$ cat src/rtl/adq_datapath_if.sv
// Bus between the acquisition FSM/host side and the acquisition datapath.
// The master drives control, ADC and read-address inputs. The slave returns status, buffer and statistics.
interface adq_datapath_if #(
  parameter int DW = 12,
  parameter int AW = 4
);
  logic [6:0]       ctrl;
  logic             adc_eoc_raw;
  logic [DW-1:0]    adc_data;
  logic             adc_soc;
  logic             eoc;
  logic             fac;
  logic             busy;
  logic             done;
  logic [AW-1:0]    wr_addr;
  logic [AW-1:0]    rd_addr;
  logic [DW-1:0]    rd_data;
  logic [DW-1:0]    max_val;
  logic [DW-1:0]    min_val;
  logic [DW+AW-1:0] sum;

  modport master (
    output ctrl, adc_eoc_raw, adc_data, rd_addr,
    input  adc_soc, eoc, fac, busy, done, wr_addr, rd_data, max_val, min_val, sum
  );

  modport slave (
    input  ctrl, adc_eoc_raw, adc_data, rd_addr,
    output adc_soc, eoc, fac, busy, done, wr_addr, rd_data, max_val, min_val, sum
  );
endinterface

$ cat src/rtl/adq_datapath.sv
// Acquisition datapath: decodes the FSM control word, synchronises ADC EOC, buffers samples and keeps statistics.
// Latency: control effects on the next clk, eoc 3 clk after the raw rise, rd_data 1 clk. No backpressure; the FSM paces everything.
module adq_datapath #(
  parameter int DW    = 12,
  parameter int AW    = 4,
  parameter int NSAMP = 16
) (
  input  logic          clk,
  input  logic          rst,
  adq_datapath_if.slave bus
);
  localparam logic [AW-1:0] LAST = AW'(NSAMP - 1);

  logic clr, inc, latch, wr_en;
  assign clr   = bus.ctrl[1];
  assign inc   = bus.ctrl[2];
  assign latch = bus.ctrl[4];
  assign wr_en = bus.ctrl[5];

  assign bus.busy    = bus.ctrl[0];
  assign bus.adc_soc = bus.ctrl[3];
  assign bus.done    = bus.ctrl[6];

  logic [AW-1:0]    wr_addr_q;
  logic [DW-1:0]    max_q;
  logic [DW-1:0]    min_q;
  logic [DW+AW-1:0] sum_q;
  logic [DW-1:0]    rd_q;
  logic [2:0]       sync_q;
  logic             eoc_q;
  logic [DW-1:0]    mem [2**AW];

  // sync_q[1] is the synchronised level; sync_q[2] is its previous value for edge detection.
  always_ff @(posedge clk or posedge rst) begin
    if (rst) begin
      sync_q <= '0;
      eoc_q  <= 1'b0;
    end else begin
      sync_q <= {sync_q[1:0], bus.adc_eoc_raw};
      eoc_q  <= sync_q[1] & ~sync_q[2];
    end
  end

  always_ff @(posedge clk or posedge rst) begin
    if (rst) begin
      wr_addr_q <= '0;
      max_q     <= '0;
      min_q     <= '1;
      sum_q     <= '0;
    end else if (clr) begin
      wr_addr_q <= '0;
      max_q     <= '0;
      min_q     <= '1;
      sum_q     <= '0;
    end else begin
      if (latch) begin
        sum_q <= sum_q + (DW+AW)'(bus.adc_data);
        if (bus.adc_data > max_q) max_q <= bus.adc_data;
        if (bus.adc_data < min_q) min_q <= bus.adc_data;
      end
      // Pointer saturates on the last slot so the FSM keeps seeing fac.
      if (inc && (wr_addr_q != LAST)) wr_addr_q <= wr_addr_q + 1'b1;
    end
  end

  always_ff @(posedge clk) begin
    if (wr_en && !clr) mem[wr_addr_q] <= bus.adc_data;
  end

  always_ff @(posedge clk or posedge rst) begin
    if (rst) rd_q <= '0;
    else     rd_q <= mem[bus.rd_addr];
  end

  assign bus.eoc     = eoc_q;
  assign bus.fac     = (wr_addr_q == LAST);
  assign bus.wr_addr = wr_addr_q;
  assign bus.max_val = max_q;
  assign bus.min_val = min_q;
  assign bus.sum     = sum_q;
  assign bus.rd_data = rd_q;
endmodule

$ cat src/flat_wrapper.sv
// flat-port wrapper written by rule: the top's interface ports become plain ports
module adq_datapath_flat 
#(
  parameter int DW    = 12,
  parameter int AW    = 4,
  parameter int NSAMP = 16
)
  (clk, rst, bus_ctrl, bus_adc_eoc_raw, bus_adc_data, bus_rd_addr, bus_adc_soc, bus_eoc, bus_fac, bus_busy, bus_done, bus_wr_addr, bus_rd_data, bus_max_val, bus_min_val, bus_sum);
  adq_datapath_if #(.DW(DW), .AW(AW)) bus_i ();
  input  logic clk;
  input  logic rst;
  input wire logic [$bits(bus_i.ctrl)-1:0] bus_ctrl;
  input wire logic [$bits(bus_i.adc_eoc_raw)-1:0] bus_adc_eoc_raw;
  input wire logic [$bits(bus_i.adc_data)-1:0] bus_adc_data;
  input wire logic [$bits(bus_i.rd_addr)-1:0] bus_rd_addr;
  output wire logic [$bits(bus_i.adc_soc)-1:0] bus_adc_soc;
  output wire logic [$bits(bus_i.eoc)-1:0] bus_eoc;
  output wire logic [$bits(bus_i.fac)-1:0] bus_fac;
  output wire logic [$bits(bus_i.busy)-1:0] bus_busy;
  output wire logic [$bits(bus_i.done)-1:0] bus_done;
  output wire logic [$bits(bus_i.wr_addr)-1:0] bus_wr_addr;
  output wire logic [$bits(bus_i.rd_data)-1:0] bus_rd_data;
  output wire logic [$bits(bus_i.max_val)-1:0] bus_max_val;
  output wire logic [$bits(bus_i.min_val)-1:0] bus_min_val;
  output wire logic [$bits(bus_i.sum)-1:0] bus_sum;
  assign bus_i.ctrl = bus_ctrl;
  assign bus_i.adc_eoc_raw = bus_adc_eoc_raw;
  assign bus_i.adc_data = bus_adc_data;
  assign bus_i.rd_addr = bus_rd_addr;
  assign bus_adc_soc = bus_i.adc_soc;
  assign bus_eoc = bus_i.eoc;
  assign bus_fac = bus_i.fac;
  assign bus_busy = bus_i.busy;
  assign bus_done = bus_i.done;
  assign bus_wr_addr = bus_i.wr_addr;
  assign bus_rd_data = bus_i.rd_data;
  assign bus_max_val = bus_i.max_val;
  assign bus_min_val = bus_i.min_val;
  assign bus_sum = bus_i.sum;
  adq_datapath #(.DW(DW), .AW(AW), .NSAMP(NSAMP)) u_core (.clk(clk), .rst(rst), .bus(bus_i));
endmodule
$ cat config.mk
export PLATFORM = sky130hd
export DESIGN_NAME = adq_datapath_flat
export DESIGN_NICKNAME = d
export VERILOG_FILES = /design/src/rtl/adq_datapath_if.sv /design/src/rtl/adq_datapath.sv /design/src/flat_wrapper.sv
export SDC_FILE = /design/constraint.sdc
export NUM_CORES = 1
export LEC_CHECK = 0
export BUFFER_PORTS_ARGS = -buffer_cell sky130_fd_sc_hd__buf_4
export CAP_MARGIN = 40
export CORE_MARGIN = 8
export CORE_UTILIZATION = 54
export DETAILED_ROUTE_END_ITERATION = 7
export PLACE_DENSITY_LB_ADDON = 0.08
export SLEW_MARGIN = 20
export SYNTH_ARGS = -nofsm -noshare
export SYNTH_HDL_FRONTEND = slang
export SYNTH_SLANG_ARGS = --single-unit
$ cat constraint.sdc
create_clock -name clk -period 1.9 [get_ports clk]
set_input_delay 0.285 -clock clk [delete_from_list [all_inputs] [get_ports clk]]
set_output_delay 0.285 -clock clk [all_outputs]
set_load 0.01 [all_outputs]
Yosys cells after proc, flatten, opt, wreduce, memory -nomap -nowiden
Memory sizes are Yosys's and may differ from the RTL's. A register that Yosys moved wholly into a read port is not among the register bits. Cells that the tools add are included.

Bits in registers: 48. RAM bits: 192. Input port bits: 26. Output and inout port bits: 61. Memories kept: 1.

Memories: u_core.mem (words 16, width 12, rd ports 1, clocked after Yosys merged registers in 1, write ports 1, RTL line adq_datapath.sv:31) `logic [DW-1:0] mem [2**AW];`.

Add/subtract/negate cells: 2. $lt $le $gt $ge: 2. Equality and inequality tests: 2. Mux-type cells: 12. Bitwise logic cells: 2. Reductions and logical operators: 9.

Operators with widths (number): 12-bit 2-to-1 mux (6); 16-bit 2-to-1 mux (2); 16-bit by 12-bit adder with 16-bit output (1); 12-bit > comparator (1); 12-bit less-than comparator (1); 4-bit 2-to-1 mux (2); 2-bit nonzero test (4); 4-bit by 1-bit adder with 4-bit output (second input constant) (1); 4-bit == test (second input constant) (1); 4-bit != test (second input constant) (1); 2-bit AND reduction (2); 1-bit logical AND (2); 1-bit 2-to-1 mux (2); 1-bit AND (1); 1-bit logical NOT (1); 1-bit inverter (1).

Logic depth before layout (Yosys ltp)
Depth in word-level cells: 4. Gate-level depth with buffers: 8. Mapped depth without buffers: 8.

Least setup slack after synthesis
Ideal clock, no wire load.

Path kind: flip-flop to flip-flop. Start: register u_core.wr_addr_q[2], in the netlist u_core.bus.wr_addr[2]. End: memory u_core.mem[4][0] (enable). Library setup time: 0.399 ns. Arrival: 1.766 ns. Setup slack: -0.265 ns. Cell stages (with the launch flop): 4. Buffers on the path: 1. Period minus slack after synthesis: 2.165 ns. Path through: dfrtp_1 > clkbuf_1 > nand2_1 > nor3b_1.

RTL lines: start, declared (RTL line adq_datapath.sv:24) `logic [AW-1:0] wr_addr_q;`; start signal, assigned (RTL line adq_datapath.sv:62) `if (inc && (wr_addr_q != LAST)) wr_addr_q <= wr_addr_q + 1'b1;`; end, declared (RTL line adq_datapath.sv:31).

No word-level cell before the write port.

Final worst setup path
Start: register u_core.sum_q[0], in the netlist u_core.bus.sum[0]. End: register u_core.sum_q[12], in the netlist u_core.bus.sum[12].

Word-level cells in the longest chain between the ends: 3.

Ends and longest elaborated chain: start, declared (RTL line adq_datapath.sv:27) `logic [DW+AW-1:0] sum_q;`; start signal, assigned (RTL line adq_datapath.sv:57) `sum_q <= sum_q + (DW+AW)'(bus.adc_data);`; 16-bit by 12-bit adder with 16-bit output (RTL line adq_datapath.sv:57); 16-bit 2-to-1 mux (RTL line adq_datapath.sv:56) `if (latch) begin`; 16-bit 2-to-1 mux (RTL line adq_datapath.sv:50) `end else if (clr) begin`.

No other way between the ends. The select of a mux whose other input is x is not followed. A chain may end at the register's enable or synchronous reset.

==> impl_metrics.py <==
metrics = {
    "outcome": {
        "status": "complete, but fails checks",
        "violations": "negative setup slack",
    },
    "global_route": {
        "grt_use_total_pct": 20.9,
        "grt_max_degree": 40,
        "top_usage_layer": "met2",
        "use_met3_pct": 3.77,
        "met1_usage_pct": 25.2,
        "grt_overflow": 0,
        "grt_pass1_vias": 7037,
        "grt_pass1_wl_um": 40800,
        "antenna_found_initial": 0,
        "grtUsageMet2_pct": 37.6,
    },
    "route": {
        "via_per_inst": 5.68,
        "drt_iter0_markers": 375,
        "via_count": 6587,
        "totalWireLength_um": 26700,
        "route.detailed.drc": 0,
        "antenna_left": 0,
        "first_pass_iters": 5,
        "drt-wirelength-per-cell_um": 23.0,
    },
    "clock_network": {
        "clkSinkCount": 252,
        "clk_pin_slew_ps": 60,
        "cts_max_path_buffers": 3,
        "clk_latency_ps": 530,
        "tritoncts": "done",
        "cts_buffers": 27,
        "cts-root-buf": "clkbuf_16",
        "htreeDepth": 1,
    },
    "synthesis": {
        "syn_avg_cell_area_um2": 16.3,
        "synth_edf_count": 192,
        "synthArstFlopShare_pct": 23.8,
        "netlist_top_cells_count": "edfxtp_1 (192), mux4_2 (59), dfrtp_1 (48), nor2_1 (47), ha_1 (39)",
        "synth_cells": 678,
        "ys_ff_latch": 252,
        "synth_fp_nets": 744,
        "synth_top_area_share_pct": 52.2,
        "yosys.area.top_type": "edfxtp_1",
        "synth.area.top_cells": "edfxtp_1 (52%), mux4_2 (12%), dfrtp_1 (11%)",
        "synth_warnings": 0,
        "yosysSeqAreaShare_pct": 65.9,
        "synth_ff_type": "edfxtp_1",
        "synth_cell_types": 56,
        "synth.cell_area_mm2": 0.0111,
        "synth_most_common_cell": "edfxtp_1",
    },
    "timing": {
        "max_freq_mhz": 496,
        "fin_worst_skew_ps": 18.4,
        "rsz0062_at_grt": "true",
        "fin_ws_ps": -116,
        "finalCritPeriodShare_pct": 106,
        "maxSlewViolCount": 0,
        "hold_violations": 0,
        "final-setup-viol-count": 6,
        "fin_worst_hold_slack_ps": 89.7,
        "post-route-min-period_ps": 2020,
        "relSlewSlack_pct": 64.8,
        "worst_pin_slew_ps": 528,
    },
    "critical_path": {
        "reg2reg_to": "u_core.bus.sum[12]$_DFFE_PP0P_",
        "crit_arrival_ps": 2440,
        "r2r_slack_ps": -120,
        "endpoint_kind": "flop",
        "startpoint_type": "flop",
        "crit_fanout": 3,
        "path_class": "flop to flop",
        "r2r-start": "u_core.bus.sum[0]$_DFFE_PP0P_",
        "cp_data_required_time_ps": 2320,
        "rr_worst_depth": 8,
    },
    "power_and_ir_drop": {
        "leakage_uw": 0.00538,
        "power.total_uw": 13200,
        "power_density_mw_per_mm2": 930,
        "ir_drop_v": 0.000610,
    },
    "final_layout": {
        "final_nets": 935,
        "instances_no_fill": 1159,
        "fillers": 1325,
        "layout-drive-gt1-share_pct": 42.2,
        "syn2layout_area_growth_pct": 28.3,
        "antennaDiodeCount": 0,
        "regArea_mm2": 0.00729,
        "multi_input_area_mm2": 0.00387,
        "postLayoutCoreUtil_pct": 70.3,
    },
    "floorplanning": {
        "die_area_mm2": 0.0253,
        "die_width_um": 159,
        "rows": 52,
        "chipHeight_um": 159,
        "core_area_mm2": 0.0202,
        "io_pins": 87,
        "initial_core_util_pct": 54.8,
    },
    "min_path": {
        "hold_class": "input port to flop",
        "hold_depth": 1,
        "worst_hold_path.endpoint": "u_core.mem[0][5]$_DFFE_PP_",
        "min-delay-start": "bus_adc_data[5]",
    },
    "place": {
        "gp_congestion": 0.866,
        "placed_cells": 1100,
        "pre_cts_slack_ps": -265,
        "dp_hpwl_um": 17600,
        "io_buffers": 80,
    },
    "flow_run": {
        "maxCapViolations": 0,
    },
}
critical path: stages (launching register included):
cell and delay [ps]:
dfrtp_1 360, ha_2 190, inv_2 40, fa_2 340, nor2b_2 140, o2111a_1 230
o21ai_2 90, a21boi_1 170, mux2_2 350
worst max-delay path by stage:
stage	from	to	cells after the start
finish	u_core.bus.sum[0]$_DFFE_PP0P_	u_core.bus.sum[12]$_DFFE_PP0P_	8
global placement	bus_adc_data[6]	u_core.bus.sum[9]$_DFFE_PP0P_	8
detailed placement	bus_adc_data[6]	u_core.bus.sum[9]$_DFFE_PP0P_	8
CTS	u_core.bus.sum[0]$_DFFE_PP0P_	u_core.bus.sum[12]$_DFFE_PP0P_	8
floorplan	u_core.bus.sum[0]$_DFFE_PP0P_	u_core.bus.sum[14]$_DFFE_PP0P_	8
global route	u_core.bus.sum[0]$_DFFE_PP0P_	u_core.bus.sum[12]$_DFFE_PP0P_	8
flip-flops by register name, indices dropped and copies added (netlist names):
| name | count |
|---|---|
| u_core.bus.eoc | 1 |
| u_core.bus.max_val | 12 |
| u_core.bus.min_val | 12 |
| u_core.bus.rd_data | 12 |
| u_core.bus.sum | 16 |
| u_core.bus.wr_addr | 4 |
| u_core.mem | 192 |
| u_core.sync_q | 3 |
cell usage in the layout (no fill, tap or decap), types with 8 or more instances in the layout:
| cell type | n |
|---|---|
| edfxtp_1 | 192 |
| buf_4 | 169 |
| mux4_2 | 59 |
| nor2_1 | 47 |
| dfrtp_1 | 41 |
| nand2b_1 | 30 |
| inv_1 | 27 |
| clkbuf_16 | 27 |
| mux2i_1 | 26 |
| ha_1 | 24 |
| nand2_1 | 22 |
| a21oi_1 | 16 |
| buf_12 | 16 |
| ha_4 | 14 |
| dfstp_2 | 12 |
| nor2b_1 | 10 |
| nand3_1 | 9 |
| nand4_1 | 8 |
| and2_1 | 8 |
per-stage QoR:
step,setup TNS [ps],instance area (um^2)
global placement,-1490,12900
detailed placement,-2980,12900
CTS,-286,14000
floorplan,-235,11200
global route,-1160,14200
finish,-337,14200
routing by layer:
metal | wire [um] | part of all wire [%]
met5 | 0 | 0
met4 | 602 | 2.3
met3 | 1430 | 5.4
met2 | 14200 | 53
met1 | 10400 | 39
kinds of logic after synthesis:
group / Yosys count / synth area share, %
buffers and inverters: 63 / 2.60
XOR/XNOR: 5 / 0.396
AO/OA/AOI/OAI: 67 / 3.95
multiplexers: 91 / 15.1
AND/OR/NAND/NOR: 160 / 7.48
flip-flops: 252 / 65.9
adder cells (fa/ha/maj): 40 / 4.59
timing repair:
action                                 CTS  global route
endpoints found under the hold margin   14             0
pin swaps                               11            11
setup endpoints to repair               27            34
hold buffers                             3             0
resized for setup                       25            30
buffers inserted                         3             4
where the power goes:
part	internal, uW	leakage (uW)	switching (uW)	total [uW]
combinational	928	0.00248	909	1840
sequential	6100	0.00246	97.5	6200
clock	3070	0.000434	2090	5160
layout make-up:
type / instances / area share [%]
Multi-Input combinational cell: 363 / 27.3
Timing Repair Buffer: 193 / 11.8
Sequential cell: 252 / 51.4
Inverter: 32 / 0.847
Tap cell: 270 / 2.38
Clock inverter: 15 / 0.997
Clock buffer: 34 / 5.30
(Power assumes the default switching activity.)
